==> src/rtl/alu.sv <==
// ----------------------------------------------------------------------------
// alu -- registered arithmetic/logic unit for the 8-bit computer datapath.
//
// Computes a function of two operands selected by a 4-bit opcode and
// registers the result together with zero/carry/negative/overflow flags.
// The compute path is purely combinational; every output changes only on
// a rising clk edge (or immediately on reset).
//
// Handshake: none. There is no valid/ready pair and no enable. Every rising
// edge with rst low captures the function of the op/data1/data2 values present
// at that edge. A result is therefore valid exactly one cycle after its inputs.
//
// Optional feature: define ALU_MUL_EN to enable op 0xD, the unsigned
// WIDTH x WIDTH multiply (low half to result, carry/overflow flag a non-zero
// high half). Without the macro no multiplier exists and 0xD acts as an
// unused opcode.
//
// Ports:
//   clk       in   1      rising-edge clock
//   rst       in   1      asynchronous active-high reset
//   op        in   4      operation select
//   data1     in   WIDTH  operand A
//   data2     in   WIDTH  operand B / shift amount source (low bits)
//   result    out  WIDTH  registered result
//   zero      out  1      registered, result == 0
//   carry     out  1      registered carry / no-borrow / shift-out
//   negative  out  1      registered copy of result MSB
//   overflow  out  1      registered signed overflow
// ----------------------------------------------------------------------------
module alu #(
  parameter int WIDTH = 8
) (
  input  logic             clk,
  input  logic             rst,
  input  logic [3:0]       op,
  input  logic [WIDTH-1:0] data1,
  input  logic [WIDTH-1:0] data2,
  output logic [WIDTH-1:0] result,
  output logic             zero,
  output logic             carry,
  output logic             negative,
  output logic             overflow
);

  localparam int SHW = $clog2(WIDTH);
  localparam int MSB = WIDTH - 1;

  localparam logic [3:0] OP_ADD   = 4'h0;
  localparam logic [3:0] OP_SUB   = 4'h1;
  localparam logic [3:0] OP_AND   = 4'h2;
  localparam logic [3:0] OP_OR    = 4'h3;
  localparam logic [3:0] OP_XOR   = 4'h4;
  localparam logic [3:0] OP_NOR   = 4'h5;
  localparam logic [3:0] OP_SLL   = 4'h6;
  localparam logic [3:0] OP_SRL   = 4'h7;
  localparam logic [3:0] OP_SRA   = 4'h8;
  localparam logic [3:0] OP_SLT   = 4'h9;
  localparam logic [3:0] OP_PASSB = 4'hA;
  localparam logic [3:0] OP_INC   = 4'hB;
  localparam logic [3:0] OP_DEC   = 4'hC;
`ifdef ALU_MUL_EN
  localparam logic [3:0] OP_MUL   = 4'hD;
`endif

  localparam logic [WIDTH-1:0] ONE = {{(WIDTH-1){1'b0}}, 1'b1};

  // --------------------------------------------------------------------------
  // Shared arithmetic. INC/DEC reuse the add/subtract path with B forced to 1
  // so their carry/overflow rules are identical to ADD/SUB by construction.
  // --------------------------------------------------------------------------
  logic             incdec_sel;
  logic [WIDTH-1:0] arith_b;
  logic [WIDTH:0]   sum_w;
  logic [WIDTH:0]   diff_w;
  logic             add_ovf;
  logic             sub_ovf;

  assign incdec_sel = (op == OP_INC) || (op == OP_DEC);
  assign arith_b    = incdec_sel ? ONE : data2;
  assign sum_w      = {1'b0, data1} + {1'b0, arith_b};
  // Bit WIDTH of the difference is the borrow; carry is its complement.
  assign diff_w     = {1'b0, data1} - {1'b0, arith_b};

  assign add_ovf = (data1[MSB] == arith_b[MSB]) && (sum_w[MSB]  != data1[MSB]);
  assign sub_ovf = (data1[MSB] != arith_b[MSB]) && (diff_w[MSB] != data1[MSB]);

  // --------------------------------------------------------------------------
  // Shifts. Each operand is widened by one bit on the side the data leaves,
  // so the extra bit after shifting is exactly the last bit shifted out, and
  // it is naturally 0 for a zero shift amount. Upper bits of B are ignored.
  // --------------------------------------------------------------------------
  logic [SHW-1:0]        shamt;
  logic [WIDTH:0]        sll_w;
  logic [WIDTH:0]        srl_w;
  logic signed [WIDTH:0] sra_w;

  assign shamt = data2[SHW-1:0];
  assign sll_w = {1'b0, data1} << shamt;
  assign srl_w = {data1, 1'b0} >> shamt;
  assign sra_w = $signed({data1, 1'b0}) >>> shamt;

  logic slt_w;
  assign slt_w = $signed(data1) < $signed(data2);

`ifdef ALU_MUL_EN
  logic [2*WIDTH-1:0] prod_w;
  assign prod_w = {{WIDTH{1'b0}}, data1} * {{WIDTH{1'b0}}, data2};
`endif

  // --------------------------------------------------------------------------
  // Next-state selection
  // --------------------------------------------------------------------------
  logic [WIDTH-1:0] result_d, result_q;
  logic             carry_d, carry_q;
  logic             overflow_d, overflow_q;
  logic             zero_d, zero_q;
  logic             negative_d, negative_q;

  always_comb begin
    result_d   = '0;
    carry_d    = 1'b0;
    overflow_d = 1'b0;
    case (op)
      OP_ADD, OP_INC: begin
        result_d   = sum_w[WIDTH-1:0];
        carry_d    = sum_w[WIDTH];
        overflow_d = add_ovf;
      end
      OP_SUB, OP_DEC: begin
        result_d   = diff_w[WIDTH-1:0];
        carry_d    = ~diff_w[WIDTH];
        overflow_d = sub_ovf;
      end
      OP_AND:   result_d = data1 & data2;
      OP_OR:    result_d = data1 | data2;
      OP_XOR:   result_d = data1 ^ data2;
      OP_NOR:   result_d = ~(data1 | data2);
      OP_SLL: begin
        result_d = sll_w[WIDTH-1:0];
        carry_d  = sll_w[WIDTH];
      end
      OP_SRL: begin
        result_d = srl_w[WIDTH:1];
        carry_d  = srl_w[0];
      end
      OP_SRA: begin
        result_d = sra_w[WIDTH:1];
        carry_d  = sra_w[0];
      end
      OP_SLT:   result_d = {{(WIDTH-1){1'b0}}, slt_w};
      OP_PASSB: result_d = data2;
`ifdef ALU_MUL_EN
      OP_MUL: begin
        result_d   = prod_w[WIDTH-1:0];
        carry_d    = |prod_w[2*WIDTH-1:WIDTH];
        overflow_d = |prod_w[2*WIDTH-1:WIDTH];
      end
`endif
      // Unused opcodes keep the all-clear defaults.
      default: ;
    endcase
    zero_d     = (result_d == '0);
    negative_d = result_d[MSB];
  end

  // --------------------------------------------------------------------------
  // Output registers. Reset value reflects an all-zero result (zero flag set).
  // --------------------------------------------------------------------------
  always_ff @(posedge clk or posedge rst) begin
    if (rst) begin
      result_q   <= '0;
      zero_q     <= 1'b1;
      carry_q    <= 1'b0;
      negative_q <= 1'b0;
      overflow_q <= 1'b0;
    end else begin
      result_q   <= result_d;
      zero_q     <= zero_d;
      carry_q    <= carry_d;
      negative_q <= negative_d;
      overflow_q <= overflow_d;
    end
  end

  assign result   = result_q;
  assign zero     = zero_q;
  assign carry    = carry_q;
  assign negative = negative_q;
  assign overflow = overflow_q;

endmodule

==> config.mk <==
export PLATFORM = sky130hd
export DESIGN_NAME = alu
export DESIGN_NICKNAME = d
export VERILOG_FILES = /design/src/rtl/alu.sv
export SDC_FILE = /design/constraint.sdc
export NUM_CORES = 1
export LEC_CHECK = 0
export CORE_MARGIN = 1.5
export CORE_UTILIZATION = 60
export CTS_CLUSTER_DIAMETER = 120
export CTS_CLUSTER_SIZE = 12
export DETAILED_ROUTE_END_ITERATION = 12
export PLACE_DENSITY = 0.93
export SYNTH_ARGS = -nofsm -noshare
export SYNTH_HDL_FRONTEND = slang
export SYNTH_SLANG_ARGS = --single-unit
==> constraint.sdc <==
create_clock -name clk -period 1.75 [get_ports clk]
set_input_delay 0.2625 -clock clk [delete_from_list [all_inputs] [get_ports clk]]
set_output_delay 0.2625 -clock clk [all_outputs]
set_load 0.03 [all_outputs]
==> impl_metrics.py, run 1 <==
metrics = {
    "run_status": {
        "status": "stopped before the end",
        "lastStage": "4_1_cts",
        "stop_error": "[ERROR DPL-0033] detailed placement checks failed during check placement.",
    },
    "yosys": {
        "ys_ff_latch": 11,
        "synth_top_family_by_area": "compound AO/OA/AOI/OAI gates",
        "synthXorXnorAreaFrac": 0.0123,
        "synth_ff_type": "dfrtp_1",
        "syn-instance-count": 354,
        "yosys_warnings": 0,
        "avgSynthCellArea_um2": 8.02,
        "synth_edf_count": 0,
        "synthArstFlopShare": 1.00,
        "seq_area_frac_synth": 0.0974,
        "synth_mux_area_frac": 0.0974,
        "synthSimpleGateAreaFrac": 0.235,
        "synth.cell_area_mm2": 0.00284,
        "synth_fa_ha_area_frac": 0.199,
        "synth_cell_types": 75,
        "synth_nets": 420,
        "synth-compound-area-share": 0.261,
    },
    "clocking": {
        "htree_levels": 1,
        "holdBufCountCts": 0,
        "cts_num_sinks": 11,
        "clockBufferDepth": 2,
        "post_cts_buffers": 11,
        "ctsResizeCount": 81,
        "cts_root_buffer": "clkbuf_8",
        "cts_made_buffers": 3,
    },
    "placed_design": {
        "port_buffers": 33,
        "dp_hpwl_um": 9830,
        "gp_congestion": 1.02,
        "dpl-instance-area_mm2": 0.00403,
    },
    "die": {
        "dieWidth_um": 71.8,
        "ioPinCount": 34,
        "num_rows": 24,
        "chipHeight_um": 71.8,
        "initial_core_util": 0.639,
    },
}
-- cells by family after synthesis --
| kind of cell | count (synthesis) |
|---|---|
| buffers and inverters | 58 |
| adder cells (fa/ha/maj) | 44 |
| AO/OA/AOI/OAI | 101 |
| multiplexers | 17 |
| XOR/XNOR | 4 |
| AND/OR/NAND/NOR | 119 |
| flip-flops | 11 |
-- metrics by stage --
stage                     hold WS [ns]  utilization  TNS (ns)  std cells  setup WS (ns)
after floorplan                  0.114            -     -8.70        354          -1.32
after global placement           0.555        0.906    -13.34        523          -1.57
after detailed placement         0.577        0.906    -15.39        523          -1.80
-- cells in the mapped netlist, drive strengths merged (4+ instances only) --
library cell / number / area, µm²
a21oi: 18 / 90.1
o21ai: 16 / 80.1
mux2i: 7 / 70.1
a31oi: 6 / 43.8
o221ai: 4 / 35.0
dfrtp: 10 / 250
o31ai: 4 / 30.0
nand3b: 8 / 60.1
nand2: 26 / 97.6
xnor2: 4 / 35.0
a221oi: 5 / 43.8
nor2b: 12 / 82.6
inv: 33 / 124
nor2: 22 / 82.6
clkbuf: 8 / 30.0
ha: 42 / 526
nor3: 9 / 45.0
nand2b: 7 / 43.8
mux4: 8 / 184
o21bai: 6 / 45.0
o211ai: 4 / 30.0
buf: 16 / 120
nand3: 10 / 50.1
a22oi: 5 / 37.5
==> run 2: changes to the inputs <==
Settings changed: CORE_UTILIZATION 60 to 40, CTS_CLUSTER_DIAMETER 120 to unset, CTS_CLUSTER_SIZE 12 to unset, PLACE_DENSITY 0.93 to unset, PLACE_DENSITY_LB_ADDON set to 0.15.
==> impl_metrics.py, run 2 <==
metrics = {
    "global_routing": {
        "grt_pass1_vias": 3267,
        "antenna_found_initial": 0,
        "grt.total_usage": 0.281,
        "grt-ovfl-total": 0,
        "grt.busiest_layer": "met2",
        "met3_usage": 0.0190,
        "use_met1": 0.382,
        "grt_max_degree": 30,
        "grt_first_pass_wirelength_um": 16600,
        "grtUsageMet2": 0.469,
    },
    "clocking": {
        "holdBufCountCts": 0,
        "path_clk_slew_ns": 0.05,
        "cts_root_buffer": "clkbuf_8",
        "clockBufferDepth": 2,
        "htree_levels": 1,
        "cts_tree": "done",
        "cts_made_buffers": 3,
        "cts_num_sinks": 11,
    },
    "timing": {
        "finalHoldViolCount": 0,
        "rsz0062_at_grt": "true",
        "slew_viol_final": 0,
        "worst_slew_pin_slew_ns": 0.455,
        "setup-violations-final": 11,
        "slew_headroom": 0.693,
        "hold_slack_ns": 0.314,
        "period_minus_slack_ns": 2.82,
        "fmax_mhz": 355,
        "setup_ws_ns": -1.07,
        "min_period_over_period": 1.61,
        "setup_tns_ns": -7.78,
    },
    "yosys": {
        "yosysTopAreaCellShare": 0.185,
        "seq_area_frac_synth": 0.0974,
        "synth_cell_types": 75,
        "synth_edf_count": 0,
        "yosys_warnings": 0,
        "synth_nets": 420,
        "synth.area.top_cells": "ha_1, dfrtp_1, mux4_2",
        "synth.most_common_cell": "ha_1",
        "synthArstFlopShare": 1.00,
        "ys_ff_latch": 11,
        "avgSynthCellArea_um2": 8.02,
        "synth.cell_area_mm2": 0.00284,
        "synthTopCellsByCount": "ha_1, inv_1, nand2_1",
        "syn-instance-count": 354,
        "synth_ff_type": "dfrtp_1",
        "synth.largest_area_cell": "ha_1",
    },
    "setup_path": {
        "timing.critical_path.mode_cell": "nand2_8",
        "start_kind": "input pin",
        "cp.depth": 12,
        "cp_top_family": "simple AND/OR/NAND/NOR gates",
        "path_buf_inv": 1,
        "required_ns": 1.90,
        "critPathKind": "in -> reg",
        "cp.arrival_ns": 2.96,
        "cpPeakStageDelay_ns": 0.45,
        "crit_path_top_delay_cell": "or4_4",
        "end_kind": "register",
        "worst-path-max-fanout": 5,
        "cp_cell_sequence": "buf_8 > nor2b_4 > mux2_4 > nand2_8 > nand2_8 > ha_4 > fa_2 > a221o_1 > a2111o_1 > nand4bb_1 > or4_4 > nor4_4",
    },
    "drt": {
        "drc": 0,
        "first_pass_iters": 5,
        "drtAntennaViolNets": 0,
        "drt-initial-drc-count": 314,
        "vias": 3423,
        "routed_wl_um": 10800,
        "via_per_inst": 5.65,
        "wl_per_cell_um": 17.8,
    },
    "die": {
        "initial_core_util": 0.415,
        "die_area_mm2": 0.00761,
        "core_mm2": 0.00683,
        "dieWidth_um": 87.2,
        "chipHeight_um": 87.2,
        "num_rows": 30,
        "ioPinCount": 34,
    },
    "pwr": {
        "p_total_w": 0.00201,
        "p_leak_nw": 2.20,
        "peakVddDrop_mv": 0.221,
        "power.density_mw_per_mm2": 426,
    },
    "placed_design": {
        "dp_hpwl_um": 8210,
        "dp_worst_setup_slack_ns": -1.70,
        "gp_congestion": 1.01,
        "port_buffers": 33,
    },
    "cells_and_area": {
        "nets": 577,
        "layout.cells.most_common": "buf_4",
        "area_growth_pct": 65.8,
        "layout-drive-gt1-share": 0.441,
        "seqCellArea_um2": 277,
        "antenna_cells": 0,
        "multiInputGateArea_mm2": 0.00267,
        "largest_reg_flops": 7,
        "fin_util": 0.689,
        "fillers": 552,
        "final_cell_mix": "buf_4, ha_1, inv_1, clkdlybuf4s50_1, nor2_1",
    },
    "run_status": {
        "status": "finished with violations",
        "violations": "setup timing",
    },
    "worst_hold_path": {
        "hp-class": "in -> async",
    },
    "flow_run": {
        "max-cap-violations": 0,
    },
}
-- run 2: cell counts after synthesis --
No cell type changed its count.
-- run 2: cell type report --
class | instances | area share
multi-input combinational | 285 | 0.568
timing repair buffer | 176 | 0.311
inverter | 34 | 0.0271
clock buffer | 4 | 0.00957
sequential | 11 | 0.0588
tap | 96 | 0.0255
-- run 2: path summary, 6_finish.rpt --
| path | startpoint | to |
|---|---|---|
| min | rst | result[2] |
| max | op[2] | zero |
| max in group asynchronous | rst | zero |
| min in group clk | op[3] | result[2] |
-- run 2: report_power, final --
group	switching, W	internal [W]
logic	0.000716	0.000741
clock network	0.0000891	0.000159
registers	0.00000948	0.000291
-- run 2: per-layer routing --
| metal | wire [µm] | part of all wire |
|---|---|---|
| met1 | 4710 | 0.44 |
| met3 | 577 | 0.054 |
| met4 | 297 | 0.028 |
| met5 | 0 | 0 |
| met2 | 5170 | 0.48 |
-- run 2: logic make-up (layout without fill, tap and decap cells) --
| group | after synthesis | in the layout | synth area share |
|---|---|---|---|
| adders and majority gates | 44 | 44 | 0.199 |
| buffers and inverters | 58 | 214 | 0.0979 |
| muxes | 17 | 17 | 0.0974 |
| AOI/OAI and AO/OA | 101 | 101 | 0.261 |
| xor gates and xnor gates | 4 | 4 | 0.0123 |
| DFF | 11 | 11 | 0.0974 |
| and+or+nand+nor | 119 | 119 | 0.235 |
-- run 2: per-stage QoR --
stage               cells  cell area (µm²)
floorplan             354             3020
global placement      584             4220
detailed placement    584             4220
CTS                   597             4490
global route          606             4710
finish                606             4710
-- run 2: timing repair --
| item | 4_1_cts | 5_1_grt |
|---|---|---|
| setup endpoints to repair | 11 | 11 |
| gates resized for setup | 61 | 30 |
| buffers inserted | 11 | 9 |
| pin swaps | 28 | 22 |
No activity file was read; power rests on OpenSTA's default activity.
